$ cat src/rtl/pm_animator.sv
// pm_animator: moves an 8x8 sprite one pixel per movement attempt on a
// 28x31 tile maze. Each attempt asks an external wall map about the
// leading-edge tile and then moves, wraps through the side tunnel, or stays.
module pm_animator #(
  parameter int X_INIT          = 108,
  parameter int Y_INIT          = 184,
  parameter int FRAMES_PER_STEP = 2
) (
  input  logic        S_AXI_ACLK,
  input  logic        reset,
  input  logic        frame_tick,
  input  logic [31:0] pm_dir,
  input  logic [31:0] pm_mv,
  output logic        wq_valid,
  output logic [4:0]  wq_tx,
  output logic [4:0]  wq_ty,
  input  logic        wq_ready,
  input  logic        wq_wall,
  output logic [31:0] pm_x,
  output logic [31:0] pm_y,
  output logic [1:0]  pm_facing,
  output logic [1:0]  anim_frame
);

  localparam logic [1:0] DIR_RIGHT = 2'd0;
  localparam logic [1:0] DIR_LEFT  = 2'd1;
  localparam logic [1:0] DIR_UP    = 2'd2;
  localparam logic [1:0] DIR_DOWN  = 2'd3;

  // Rightmost pixel column; the tunnel joins it to column 0.
  localparam logic [7:0] X_WRAP    = 8'd216;
  localparam logic [4:0] ROW_LAST  = 5'd30;
  localparam logic [7:0] STEP_LAST = 8'(FRAMES_PER_STEP - 1);
  localparam logic [7:0] X_RST     = 8'(X_INIT);
  localparam logic [7:0] Y_RST     = 8'(Y_INIT);

  typedef enum logic [1:0] {
    ST_IDLE  = 2'd0,
    ST_QUERY = 2'd1,
    ST_MOVE  = 2'd2
  } state_t;

  state_t      r_state;
  state_t      w_state_nxt;
  logic [7:0]  r_frame_cnt;
  logic [7:0]  r_x;
  logic [7:0]  r_y;
  logic [1:0]  r_facing;
  logic [1:0]  r_anim;
  logic [1:0]  r_dir;
  logic        r_wall;
  logic        r_wq_valid;
  logic [4:0]  r_wq_tx;
  logic [4:0]  r_wq_ty;

  logic        w_step;
  logic        w_start;
  logic [1:0]  w_dir;
  logic [4:0]  w_tx;
  logic [4:0]  w_ty;
  logic        w_skip;
  logic        w_oob;
  logic [7:0]  w_x_p8;
  logic [7:0]  w_x_m1;
  logic [7:0]  w_y_p8;
  logic [7:0]  w_y_m1;
  logic        w_unused;

  // Only the low bits of the command words carry meaning.
  assign w_unused = ^{pm_dir[31:2], pm_mv[31:1]};

  // Position never exceeds 216/240, so +8 stays inside 8 bits; -1 at zero
  // is never used because those cases are tunnel or out-of-range.
  assign w_x_p8 = r_x + 8'd8;
  assign w_x_m1 = r_x - 8'd1;
  assign w_y_p8 = r_y + 8'd8;
  assign w_y_m1 = r_y - 8'd1;

  assign w_step  = frame_tick && (r_frame_cnt == STEP_LAST);
  assign w_start = (r_state == ST_IDLE) && w_step && pm_mv[0];

  assign wq_valid   = r_wq_valid;
  assign wq_tx      = r_wq_tx;
  assign wq_ty      = r_wq_ty;
  assign pm_x       = {24'd0, r_x};
  assign pm_y       = {24'd0, r_y};
  assign pm_facing  = r_facing;
  assign anim_frame = r_anim;

  // Turns are only honoured when aligned to the grid; otherwise keep going.
  always_comb begin
    w_dir = pm_dir[1:0];
    if (pm_dir[1] && (r_x[2:0] != 3'd0)) begin
      w_dir = r_facing;
    end else if (!pm_dir[1] && (r_y[2:0] != 3'd0)) begin
      w_dir = r_facing;
    end else begin
      w_dir = pm_dir[1:0];
    end
  end

  // Leading-edge tile plus tunnel (skip) and off-maze (oob) classification.
  always_comb begin
    w_tx   = r_x[7:3];
    w_ty   = r_y[7:3];
    w_skip = 1'b0;
    w_oob  = 1'b0;
    case (w_dir)
      DIR_RIGHT: begin
        w_tx   = w_x_p8[7:3];
        w_skip = (r_x == X_WRAP);
      end
      DIR_LEFT: begin
        w_tx   = w_x_m1[7:3];
        w_skip = (r_x == 8'd0);
      end
      DIR_UP: begin
        w_ty  = w_y_m1[7:3];
        w_oob = (r_y == 8'd0);
      end
      DIR_DOWN: begin
        w_ty  = w_y_p8[7:3];
        w_oob = (w_y_p8[7:3] > ROW_LAST);
      end
      default: begin
        w_tx = r_x[7:3];
      end
    endcase
  end

  // Frame divider: counts every tick regardless of the FSM state.
  always_ff @(posedge S_AXI_ACLK) begin
    if (reset) begin
      r_frame_cnt <= 8'd0;
    end else if (frame_tick) begin
      if (r_frame_cnt == STEP_LAST) begin
        r_frame_cnt <= 8'd0;
      end else begin
        r_frame_cnt <= r_frame_cnt + 8'd1;
      end
    end
  end

  // FSM state register.
  always_ff @(posedge S_AXI_ACLK) begin
    if (reset) begin
      r_state <= ST_IDLE;
    end else begin
      r_state <= w_state_nxt;
    end
  end

  // FSM next state; a QUERY with no request outstanding passes straight on.
  always_comb begin
    w_state_nxt = r_state;
    case (r_state)
      ST_IDLE: begin
        if (w_start) begin
          w_state_nxt = ST_QUERY;
        end else begin
          w_state_nxt = ST_IDLE;
        end
      end
      ST_QUERY: begin
        if (!r_wq_valid || wq_ready) begin
          w_state_nxt = ST_MOVE;
        end else begin
          w_state_nxt = ST_QUERY;
        end
      end
      ST_MOVE: begin
        w_state_nxt = ST_IDLE;
      end
      default: begin
        w_state_nxt = ST_IDLE;
      end
    endcase
  end

  // Attempt latch, wall-query handshake and position/animation update.
  always_ff @(posedge S_AXI_ACLK) begin
    if (reset) begin
      r_x        <= X_RST;
      r_y        <= Y_RST;
      r_facing   <= DIR_LEFT;
      r_anim     <= 2'd0;
      r_dir      <= DIR_RIGHT;
      r_wall     <= 1'b0;
      r_wq_valid <= 1'b0;
      r_wq_tx    <= 5'd0;
      r_wq_ty    <= 5'd0;
    end else begin
      case (r_state)
        ST_IDLE: begin
          if (w_start) begin
            r_dir      <= w_dir;
            r_wall     <= w_oob;
            r_wq_valid <= !(w_skip || w_oob);
            if (!(w_skip || w_oob)) begin
              r_wq_tx <= w_tx;
              r_wq_ty <= w_ty;
            end
          end
        end
        ST_QUERY: begin
          if (r_wq_valid && wq_ready) begin
            r_wq_valid <= 1'b0;
            r_wall     <= wq_wall;
          end
        end
        ST_MOVE: begin
          if (!r_wall) begin
            r_facing <= r_dir;
            r_anim   <= r_anim + 2'd1;
            case (r_dir)
              DIR_RIGHT: r_x <= (r_x == X_WRAP) ? 8'd0 : (r_x + 8'd1);
              DIR_LEFT:  r_x <= (r_x == 8'd0) ? X_WRAP : (r_x - 8'd1);
              DIR_UP:    r_y <= r_y - 8'd1;
              DIR_DOWN:  r_y <= r_y + 8'd1;
              default:   r_x <= r_x;
            endcase
          end
        end
        default: begin
          r_wq_valid <= 1'b0;
        end
      endcase
    end
  end

endmodule

$ cat config.mk
export PLATFORM = sky130hd
export DESIGN_NAME = pm_animator
export DESIGN_NICKNAME = d
export VERILOG_FILES = /design/src/rtl/pm_animator.sv
export SDC_FILE = /design/constraint.sdc
export NUM_CORES = 1
export LEC_CHECK = 0
export BUFFER_PORTS_ARGS = -buffer_cell sky130_fd_sc_hd__buf_4
export CAP_MARGIN = 15
export CORE_ASPECT_RATIO = 2
export CORE_UTILIZATION = 45
export CTS_CLUSTER_DIAMETER = 50
export CTS_CLUSTER_SIZE = 16
export DETAILED_ROUTE_END_ITERATION = 10
export PLACE_DENSITY = 0.86
export REMOVE_ABC_BUFFERS = 1
export SLEW_MARGIN = 5
export SYNTH_ARGS = -nofsm -noshare
export SYNTH_HDL_FRONTEND = slang
export SYNTH_SLANG_ARGS = --single-unit
$ cat constraint.sdc
create_clock -name S_AXI_ACLK -period 2.6 [get_ports S_AXI_ACLK]
set_input_delay 0.52 -clock S_AXI_ACLK [delete_from_list [all_inputs] [get_ports S_AXI_ACLK]]
set_output_delay 0.52 -clock S_AXI_ACLK [all_outputs]
set_load 0.03 [all_outputs]
Yosys cells after proc, flatten, opt, wreduce, memory -nomap -nowiden. Index checks and enable logic that the tools add are counted.

Input port bits: 69. Word-level logic and storage cells: 83. Register bits after elaboration: 44.

Mux-type cells: 20. Reductions and logical operators: 28. Eq/ne operators: 12. $add $sub $neg: 8. Bitwise logic cells: 3. Magnitude comparators: 1.

Operator list (number): 8-bit case mux with 2 select lines (2); 8-bit by 1-bit adder with 8-bit output, second input constant (3); 8-bit 2-to-1 mux (3); 5-bit case mux with 2 select lines (2); 8-bit by 4-bit adder with 8-bit output, second input constant (2); 8-bit zero test (2); 8-bit by 1-bit subtractor with 8-bit output, second input constant (2); 3-bit AND reduction (5); 2-bit equality test, second input constant (5); 8-bit by 1-bit equality test with 1-bit output, second input constant (1); 8-bit equality test, second input constant (1); 2-bit by 1-bit equality test with 1-bit output, second input constant (3); 1-bit logical AND (6); 2-bit zero test (3); 2-bit 2-to-1 mux (3); 1-bit case mux with 2 select lines (3); 2-bit nonzero test (3); 3-bit nonzero test (2); 5-bit > comparator, second input constant (1); 1-bit 2-to-1 mux (5); 2-bit != test, second input constant (2); 2-bit case mux with 2 select lines (1); 2-bit AND reduction (2); 1-bit zero test (3); other kinds (4) (7).

Logic depth before layout (Yosys ltp). Gate-level depths: netlist (run 1).

Word-level depth: 10. Depth in mapped cells: 10. Gate-level depth less buffers: 8.

Worst setup path after synthesis (run 1). Ideal clock, no wire load.

Path kind: register -> register. From: register r_y[0]. To: register r_wq_ty[2], in the netlist wq_ty[2]. Setup time: 0.133 ns. Cell stages (with the launch flop): 10. Setup slack: 0.254 ns. Period minus slack after synthesis: 2.346 ns. Data required time: 2.467 ns. Buffers on the path: 1. Data arrival time: 2.214 ns. Path through: dfxtp_1 inv_1 ha_1 or3b_4 a21o_1 nor4_1 a211oi_1 buf_4 a21oi_1 a211oi_2.

Cells in the longest elaborated chain, start to end: 9. Elaborated cells between the ends (all ways): 18. Classes of those cells: add/sub: 2; order compare: 1; eq/ne: 3; mux: 5; bitwise: 1; reduce/logical: 6.

Ends and longest elaborated chain: start, declared (line 47) `logic [7:0] r_y;`; start signal, assigned (line 218) `DIR_UP: r_y <= r_y - 8'd1;`; start signal, assigned (line 219) `DIR_DOWN: r_y <= r_y + 8'd1;`; parallel branches: the longest is 9 deep, another holds 8-bit by 4-bit adder with 8-bit output; end signal, assigned (line 201) `r_wq_ty <= w_ty;`; end, declared (line 54) `logic [4:0] r_wq_ty;`.

Several ways; the timed one is not identified. A chain may end at the register's enable or synchronous reset.

Final worst setup path (run 1).
From: register r_y[1]. To: register r_wq_tx[2], in the netlist wq_tx[2].

Cells in the longest elaborated chain, start to end: 9. Elaborated cells between the ends (all ways): 17. Classes of those cells: add/sub: 1; order compare: 1; eq/ne: 3; mux: 5; bitwise: 1; reduce/logical: 6.

Ends and longest elaborated chain: parallel branches: the longest is 9 deep, another holds 8-bit by 4-bit adder with 8-bit output; end signal, assigned (line 200) `r_wq_tx <= w_tx;`; end, declared (line 53) `logic [4:0] r_wq_tx;`.

Several ways; the timed one is not identified.

==> key figures, run 1 <==
Power
  – Peak supply drop: between 200 and 300 uV
  – Net Sw Power: between 0.4 and 0.5 mW
  – Sequential Power Share: 40.0%
  – Leak: ~1.6 nW
  – Clock network fraction of design power: around 47%
  – PwrDens: 473 nW/um2
  – Part of the power in combinational logic: a little over an eighth
  – Switching Share: a little over a quarter
  – Total power: about 1.7 mW
  – Int Power: between 1 and 1.5 mW

Placement
  – RePlAce Congestion: ~0.93
  – Place WS: -0.0653 ns
  – Dpl cell area: about 3500 um2
  – Count of input and output buffers: 38
  – Post-DP HPWL: ~6 mm

Detailed routing
  – DRC: 0
  – Vias/cell: around 5.6
  – Post-Route WL: between 8 and 9 mm
  – Routed vias: ~3100
  – Final ANT Viol Nets: 0
  – Router iterations before antenna repair: 6
  – Initial DRC Count: 200
  – Routed length per instance: approximately 15 um

Critical path
  – RR Startpoint: r_y[1]
  – Critical R2R Capture: wq_tx[2]
  – Reg-to-reg slack, setup: around 0.084 ns
  – R2R depth: 9
  – Crit path kind: reg -> reg
  – Crit start category: register
  – Critical Path AT: around 2.7 ns
  – Critical-path cell list: inv_1 -> ha_1 -> or3b_4 -> a21oi_1 -> nor4b_1 -> a31oi_1 -> buf_4 -> a21oi_1 -> a311oi_1
  – CP delay by family, top: compound AO/OA/AOI/OAI gates
  – Worst Path Buf+Inv: 2
  – Slowest cell on crit path: a21oi_1
  – Crit. End Element: register
  – Crit path to: wq_tx[2]
  – Critical path origin: r_y[1]
  – Critical-path maximum fanout: 9
  – Worst path most repeated cell: a21oi_1
  – Req. time, crit path: approximately 2.8 ns
  – CP peak stage delay: around 0.43 ns
  – Critical Path Stages: 9

Finish
  – Most common cell after layout, fill and taps aside: buf_4
  – Ant diodes: 0
  – Design area: approximately 3700 um2
  – Share of layout cells above drive strength 1: about a fifth
  – # nets final: between 500 and 600
  – Most frequent cells in the layout: buf_4, conb_1, dfxtp_1
  – Syn-to-layout area delta: 16.4%
  – Number of fill cells in the layout: 668

Timing
  – RSZ-0062 raised after global routing: no
  – WHS: 0.505 ns
  – Max Clock Skew: between 0.006 and 0.007 ns
  – Final setup viols: 0
  – Fin crit period: about 2.5 ns
  – Post-route setup TNS: 0 ns
  – Actual slew at the worst max-slew pin: ~0.63 ns
  – Period utilization: a little over nine tenths
  – Final Max Tran Viols: 0
  – Rel. slew slack: slightly below 60%
  – Final Hold Viols: 0
  – Final Worst Setup Slack: ~0.084 ns
  – Fmax: around 0.40 GHz

Yosys
  – Post-synthesis sequential area ratio: between 20% and 30%
  – Mean Syn Cell Area: just under 8 um2
  – Ys Warns: 0
  – Synth unique cells: slightly above 60
  – Number of synthesized flops with an enable pin: 0
  – Post-Syn Instances: 411
  – Synth Cell Area: roughly 3200 um2
  – Top FF cell, synth: dfxtp_1
  – Async S/R FF share, synth: 0%
  – Seq cells post-synth: 44

Clock tree
  – TritonCTS Buffers: 5
  – Post-CTS Setup Bufs: 0
  – CTS sink cnt: between 40 and 50
  – Clock Latency Late Sink: approximately 0.3 ns
  – Hold_buf cts: 0
  – # H-tree levels: 2
  – Worst-path clk slew: around 0.06 ns
  – CTS Buffer Depth: 2
  – TritonCTS clock tree: done
  – Root Driver: clkbuf_16
  – PostCTS Resize Cnt: 1

Die
  – Starting Density: around 46%
  – Height of the die: around 120 um
  – Die Area: roughly 7400 um2
  – Number of I/O pins: about 150
  – Core region area: roughly 6900 um2
  – FP Rows: 43
  – Die W: about 60 um

Global route
  – Initial antenna violation count: 0
  – First-pass GRT wire length: approximately 13 mm
  – Vias in the first global route: between 2000 and 3000
  – GRT Util Overall: a little under a quarter
  – Pin count of the biggest net entering global routing: 38
  – Grt ovf: 0

Min path
  – Hold Path Class: reg -> reg

Run status
  – Outcome: finished, final reports clean

Flow run
  – Max cap viols: 0
==> synth_stat cells (all sizes together) (2+ instances only) <==
cell	count	area, um2
nand4	5	31.3
nor3b	3	22.5
or3b	2	20.0
o22ai	2	12.5
buf	56	410
nor2	42	160
a21boi	3	22.5
mux2i	2	20.0
o2111ai	3	26.3
a21oi	36	184
a221o	2	20.0
dfxtp	44	881
o21a	3	22.5
or4b	2	20.0
nor4b	3	26.3
nand2	21	78.8
ha	13	163
o211ai	3	22.5
o21ai	26	130
and3	7	48.8
o311ai	2	17.5
or2	2	12.5
a31oi	5	31.3
a21o	3	22.5
or3	8	50.1
inv	12	45.0
xnor2	11	96.3
xor2	7	61.3
nand3	12	60.1
nor3	12	60.1
nand2b	4	25.0
a211oi	11	87.6
nand3b	2	15.0
a311oi	2	17.5
a211o	2	17.5
clkbuf	15	57.6
a31o	2	17.5
nor4	5	31.3
nor2b	4	25.0
==> stage by stage <==
step	cells	util [%]
floorplan	387	-
global placement	543	50.6
detailed placement	544	50.7
CTS	551	53.5
global route	551	53.6
finish	551	53.6
==> registers in the layout, summed over array words and instances, names as in the netlist <==
register,count
r_frame_cnt,8
r_x,8
r_y,8
wq_tx,5
wq_ty,5
anim_frame,2
pm_facing,2
r_dir,2
r_state,2
r_wall,1
wq_valid,1
==> layer usage <==
layer / vias to the layer above / part of all wire, % / GRT usage (%)
met5: - / 0 / 0
met4: 0 / 4.7 / 14.6
met3: 26 / 6.6 / 5.13
met2: 171 / 53 / 40.7
met1: 1415 / 36 / 25.0
li1: 1468 / - / -
==> worst register-to-register path: stages (launching register included) <==
cell      delay, ns
dfxtp_1        0.31
inv_1          0.08
ha_1           0.17
or3b_4         0.42
a21oi_1        0.43
nor4b_1        0.14
a31oi_1        0.32
buf_4          0.24
a21oi_1        0.08
a311oi_1       0.23
==> layout make-up <==
cell class | instances | area [um2] | area share, %
inverter | 12 | 45.0 | 1.22
tap | 90 | 113 | 3.05
sequential | 44 | 882 | 23.9
multi-input combinational | 331 | 1960 | 53.2
timing repair buffer | 67 | 500 | 13.6
clock buffer | 5 | 125 | 3.39
clock inverter | 2 | 60.1 | 1.63
==> power groups by stage <==
stage,Sequential [mW],Clock [mW],Combinational [mW]
2_1_floorplan,0.728,0,0.150
3_3_place_gp,0.713,0,0.225
3_5_place_dp,0.714,0,0.229
4_1_cts,0.699,0.822,0.230
5_1_grt,0.700,0.851,0.251
6_report,0.699,0.815,0.232
==> how the worst min path moves through the flow <==
stage          slack [ns]              to           start  cells past startpoint
2_1_floorplan        0.47  r_frame_cnt[6]  r_frame_cnt[6]                      2
3_3_place_gp         0.48        wq_tx[1]        wq_tx[1]                      2
3_5_place_dp         0.49        wq_tx[1]        wq_tx[1]                      2
4_1_cts              0.50        wq_tx[1]        wq_tx[1]                      2
5_1_grt              0.53        wq_ty[3]        wq_ty[3]                      2
6_report             0.51    pm_facing[1]    pm_facing[1]                      2
==> cell families after synthesis <==
group	count (synthesis)	synth area share (%)
flops	44	27.8
mux	2	0.632
fa+ha+maj	13	5.13
xor+xnor	18	4.97
compound gates	113	22.7
buf+inv	83	16.2
other cells	1	0.118
simple gates	137	22.4
No activity file was read; power rests on OpenSTA's default activity.
==> run 2: changes to the inputs <==
--- a/config.mk
+++ b/config.mk
@@ -5,9 +5,9 @@
 export SDC_FILE = /design/constraint.sdc
 export NUM_CORES = 1
 export LEC_CHECK = 0
-export BUFFER_PORTS_ARGS = -buffer_cell sky130_fd_sc_hd__buf_4
+export BUFFER_PORTS_ARGS = -buffer_cell sky130_fd_sc_hd__buf_2
 export CAP_MARGIN = 15
-export CORE_ASPECT_RATIO = 2
+export CORE_ASPECT_RATIO = 1.4
 export CORE_UTILIZATION = 45
 export CTS_CLUSTER_DIAMETER = 50
 export CTS_CLUSTER_SIZE = 16
==> key figures, run 2 (synthesized netlist as in run 1, its figures left out) <==
Timing
  – Rel. slew slack: 53.8%
  – Final Worst Setup Slack: 0.163 ns
  – Fmax: ~0.41 GHz
  – Actual slew at the worst max-slew pin: 0.692 ns
  – Final setup viols: 0
  – Fin crit period: between 2 and 2.5 ns
  – Post-route setup TNS: 0 ns
  – Final Hold Viols: 0
  – Max Clock Skew: 0.0144 ns
  – Final Max Tran Viols: 0
  – Period utilization: 93.7%
  – RSZ-0062 raised after global routing: no
  – WHS: roughly 0.50 ns

Critical path
  – Critical-path cell list: inv_1 -> ha_1 -> or3b_4 -> and3_4 -> buf_4 -> nor4_1 -> a31o_2 -> mux2i_1 -> a211oi_1
  – CP peak stage delay: ~0.42 ns
  – Crit start category: register
  – Critical Path AT: 2.66 ns
  – CP delay by family, top: simple AND/OR/NAND/NOR gates
  – Slowest cell on crit path: or3b_4
  – Reg-to-reg slack, setup: about 0.16 ns
  – Critical-path maximum fanout: 10
  – Worst Path Buf+Inv: 2
  – Req. time, crit path: 2.82 ns
  – Crit. End Element: register
  – Crit path kind: reg -> reg

Finish
  – Ant diodes: 0
  – Design area: approximately 3500 um2
  – Number of fill cells in the layout: about 630
  – Most frequent cells in the layout: conb_1, dfxtp_1, nor2_1
  – # nets final: 541
  – Finished Layout Cells: roughly 550
  – Syn-to-layout area delta: 11.7%
  – Most common cell after layout, fill and taps aside: conb_1
  – Regs by FF count: r_frame_cnt: 8 flops, r_x: 8 flops, r_y: 8 flops
  – Share of layout cells above drive strength 1: between 10% and 20%

Detailed routing
  – Routed length per instance: approximately 14 um
  – Post-Route WL: roughly 7.7 mm
  – Vias/cell: around 5.5
  – Router iterations before antenna repair: 7
  – Initial DRC Count: approximately 240
  – Routed vias: roughly 3000
  – DRC: 0
  – Final ANT Viol Nets: 0

Global route
  – Pin count of the biggest net entering global routing: 38
  – GRT Util Overall: a little over a fifth
  – First-pass GRT wire length: 12.2 mm
  – Vias in the first global route: approximately 2600
  – Grt ovf: 0
  – Initial antenna violation count: 0

Clock tree
  – Worst-path clk slew: around 0.09 ns
  – TritonCTS clock tree: done
  – CTS Buffer Depth: 2
  – CTS sink cnt: 44
  – Root Driver: clkbuf_8
  – TritonCTS Buffers: 5
  – Clock Latency Late Sink: 0.31 ns
  – # H-tree levels: 2

Placement
  – Count of input and output buffers: 38
  – RePlAce Congestion: around 0.93
  – Place WS: -0.266 ns
  – Number of placed cells counting well taps: about 540
  – Dpl cell area: 3380 um2
  – Post-DP HPWL: 5.71 mm

Flow run
  – Max cap viols: 0

Min path
  – Hold Path Class: reg -> reg

Die
  – Core region area: 6700 um2
  – Starting Density: a little under half
  – Number of I/O pins: about 150
  – FP Rows: 35
  – Height of the die: 101 um
  – Die Area: ~7400 um2
  – Die W: roughly 73 um

Power
  – Leak: approximately 1.5 nW
  – Peak supply drop: 195 uV
  – PwrDens: approximately 420 nW/um2

Run status
  – Outcome: finished, final reports clean
run 2: path summary, 6_finish.rpt:
path | depth (start not counted) | end | start
min | 2 | wq_ty[1] | wq_ty[1]
max reg2reg | 9 | r_wall | r_y[0]
min reg2reg | 2 | wq_ty[1] | wq_ty[1]
max | 9 | r_wall | r_y[0]
run 2: final cells by class:
class	count	area [um2]	share of cell area, %
clock buffers	5	68.8	1.94
repair buffers	65	393	11.1
clock inverters	3	46.3	1.31
inverters	12	45.0	1.27
well taps	92	115	3.25
flip-flops and latches	44	881	24.9
multi-input cells	331	1990	56.3
run 2: where the power goes:
| group | total (mW) | switching [mW] | leakage, nW | internal [mW] |
|---|---|---|---|---|
| logic | 0.222 | 0.175 | 1.09 | 0.0470 |
| clock network | 0.556 | 0.266 | 0.0548 | 0.290 |
| registers | 0.698 | 0.0114 | 0.356 | 0.687 |
run 2: metal layers:
metal | GRT usage, % | part of all wire [%] | up-vias
met1 | 24.6 | 41 | 1401
li1 | - | - | 1471
met3 | 2.89 | 5.9 | 27
met4 | 13.1 | 4.4 | 0
met2 | 36.5 | 49 | 157
met5 | 0 | 0 | -
run 2: per-stage QoR:
step	total power, mW	utilization [%]
CTS	1.48	52.3
global route	1.52	52.8
detailed placement	0.931	50.4
finish	1.48	52.8
global placement	0.926	50.4
floorplan	0.878	-
run 2: repair_timing:
item | CTS | global route
setup buffers | 0 | 1
resized for setup | 2 | 4
pin swaps | 0 | 0
endpoints found under the setup margin | 11 | 9
hold buffers | 0 | 0
run 2: worst register-to-register path: stages (launching register included):
cell and delay, ns:
dfxtp_1 0.32, inv_1 0.08, ha_1 0.18, or3b_4 0.42
and3_4 0.20, buf_4 0.17, nor4_1 0.43, a31o_2 0.24
mux2i_1 0.10, a211oi_1 0.23
==> run 3: changes to the inputs <==
--- a/config.mk
+++ b/config.mk
@@ -5,6 +5,7 @@
 export SDC_FILE = /design/constraint.sdc
 export NUM_CORES = 1
 export LEC_CHECK = 0
+export ABC_AREA = 1
 export BUFFER_PORTS_ARGS = -buffer_cell sky130_fd_sc_hd__buf_2
 export CAP_MARGIN = 15
 export CORE_ASPECT_RATIO = 1.4
@@ -12,7 +13,7 @@
 export CTS_CLUSTER_DIAMETER = 50
 export CTS_CLUSTER_SIZE = 16
 export DETAILED_ROUTE_END_ITERATION = 10
-export PLACE_DENSITY = 0.86
+export PLACE_DENSITY = 0.85
 export REMOVE_ABC_BUFFERS = 1
 export SLEW_MARGIN = 5
 export SYNTH_ARGS = -nofsm -noshare
==> key figures, run 3 <==
Run status
  – Outcome: finished, final reports clean

Clock tree
  – # H-tree levels: 2
  – Post-CTS Setup Bufs: 0
  – PostCTS Resize Cnt: 0
  – Clock Latency Late Sink: about 0.3 ns
  – Root Driver: clkbuf_8
  – CTS Buffer Depth: 2
  – TritonCTS Buffers: 5
  – Worst-path clk slew: 0.09 ns
  – CTS sink cnt: 44
  – Hold_buf cts: 0
  – TritonCTS clock tree: done

Yosys
  – Mean Syn Cell Area: slightly above 7 um2
  – Number of synthesized flops with an enable pin: 0
  – Seq cells post-synth: 44
  – Async S/R FF share, synth: 0%
  – Post-Syn Instances: 478
  – Most frequent cells after synthesis: nand2_1, nor2_1, buf_4
  – Synth Cell Area: approximately 3400 um2
  – Area share of the largest cell type after synthesis: a little over a quarter
  – Most frequent cell after synthesis: nand2_1
  – Synth area leaders: dfxtp_1, buf_4, nand2_1
  – Largest area contributor in the synthesized netlist: dfxtp_1
  – Post-synthesis sequential area ratio: a little over a quarter
  – Top FF cell, synth: dfxtp_1
  – Synth unique cells: 44
  – Ys Warns: 0

Global route
  – GRT Util Overall: 19.9%
  – Initial antenna violation count: 0
  – Grt peak-use layer: met2
  – M3 GR Usage: around 3.2%
  – Met1 Use GR: between 20% and 30%
  – Grt ovf: 0
  – Pin count of the biggest net entering global routing: 19
  – GRT met2 Usage: around a third
  – Vias in the first global route: 2801
  – First-pass GRT wire length: between 10 and 15 mm

Timing
  – Fmax: approximately 0.47 GHz
  – RSZ-0062 raised after global routing: no
  – Final Hold Viols: 0
  – WHS: just under 0.5 ns
  – Post-route setup TNS: 0 ns
  – Final Max Tran Viols: 0
  – Fin crit period: around 2.1 ns
  – Period utilization: around 81%
  – Max Clock Skew: 0.00794 ns
  – Final setup viols: 0

Critical path
  – RR Startpoint: r_x[0]
  – Reg-to-reg slack, setup: 0.49 ns
  – Crit path to: wq_ty[3]
  – Critical R2R Capture: wq_ty[3]
  – Req. time, crit path: 2.81 ns
  – Critical-path maximum fanout: 18
  – Crit. End Element: register
  – Crit start category: register
  – Crit path kind: reg -> reg
  – R2R depth: 12
  – Critical path origin: r_x[0]
  – Critical Path AT: approximately 2.3 ns

Detailed routing
  – Routed length per instance: approximately 12 um
  – Vias/cell: 5.06
  – Initial DRC Count: ~160
  – DRC: 0
  – Router iterations before antenna repair: 6
  – Post-Route WL: about 7.3 mm
  – Final ANT Viol Nets: 0
  – Routed vias: between 3000 and 4000

Die
  – Starting Density: 46.3%
  – Height of the die: roughly 100 um
  – FP Rows: 37
  – Die W: about 75 um
  – Core region area: between 7000 and 8000 um2
  – Number of I/O pins: ~150
  – Die Area: approximately 7900 um2

Finish
  – Most frequent cells in the layout: nand2_1, nor2_1, conb_1
  – Design area: 3550 um2
  – Regs by FF count: r_frame_cnt: 8 flops, r_x: 8 flops, r_y: 8 flops
  – Fin util: 48.5%
  – Share of layout cells above drive strength 1: ~18%
  – Ant diodes: 0
  – Syn-to-layout area delta: 4.96%
  – # nets final: about 600
  – Most common cell after layout, fill and taps aside: nand2_1

Flow run
  – Max cap viols: 0

Power
  – Peak supply drop: between 300 and 400 uV
  – PwrDens: 414 nW/um2
  – Leak: about 1.7 nW

Placement
  – Count of input and output buffers: 38
  – RePlAce Congestion: ~0.91
  – Post-DP HPWL: about 5.6 mm
  – Dpl cell area: around 3400 um2

Min path
  – Hold Path Class: reg -> reg
==> run 3: cell types whose count changed in the layout (fill, tap and decap cells not counted), sizes merged, moves of 9 or more <==
cell	change
a211oi	-10
buf	-25
inv	+38
nor2	+39
a21oi	-11
nand2	+65
nand3	+20
xor2	+9
==> run 3: through the flow <==
step           worst slack [ns]  std cells  total power [mW]
2_1_floorplan             0.518        467             0.909
3_3_place_gp              0.526        604             0.948
3_5_place_dp              0.497        604             0.953
4_1_cts                   0.475        612              1.48
5_1_grt                   0.291        612              1.53
6_report                  0.490        612              1.47
==> run 3: final cells by class <==
cell class / instances / area (um2)
Timing Repair Buffer: 40 / 205
Inverter: 52 / 200
Fill cell: 761 / 3760
Sequential cell: 44 / 881
Clock inverter: 2 / 35.0
Tap cell: 97 / 121
Clock buffer: 6 / 72.6
Multi-Input combinational cell: 371 / 2040
==> run 3: kinds of logic after synthesis <==
family,synth area share [%]
other,0.111
xor gates and xnor gates,5.47
adders and majority gates,4.81
and+or+nand+nor,33.7
buffers and inverters,19.0
AOI/OAI and AO/OA,10.9
DFF,26.0
==> run 3: layer usage <==
layer | vias to the layer above | part of all wire [%]
met2 | 134 | 52
met3 | 22 | 6.2
li1 | 1512 | -
met1 | 1429 | 39
met4 | 0 | 3.2
met5 | - | 0
==> run 3: worst min path at each step <==
| stage | from | endpoint | slack [ns] | cells past startpoint |
|---|---|---|---|---|
| 3_3_place_gp | r_wall | r_wall | 0.47 | 2 |
| 4_1_cts | frame_tick | r_frame_cnt[1] | 0.48 | 2 |
| 2_1_floorplan | r_wall | r_wall | 0.45 | 2 |
| 6_report | wq_tx[1] | wq_tx[1] | 0.49 | 2 |
| 5_1_grt | wq_ty[4] | wq_ty[4] | 0.51 | 2 |
| 3_5_place_dp | wq_ty[4] | wq_ty[4] | 0.48 | 2 |
==> run 3: worst max-delay path, stage by stage (launching register included) <==
cell     delay, ns
dfxtp_1       0.37
inv_1         0.11
ha_1          0.28
nand3_4       0.14
nand2_4       0.06
nand2_4       0.19
inv_2         0.12
nand4_2       0.16
nand2_4       0.09
nor2_8        0.28
nand2_1       0.09
nand2_1       0.07
nor2_1        0.04
==> run 3: power breakdown <==
part           internal (mW)  switching, mW  leakage, nW
sequential             0.688         0.0138        0.356
combinational         0.0472          0.189         1.29
clock                  0.285          0.245       0.0552
total                   1.02          0.448         1.70
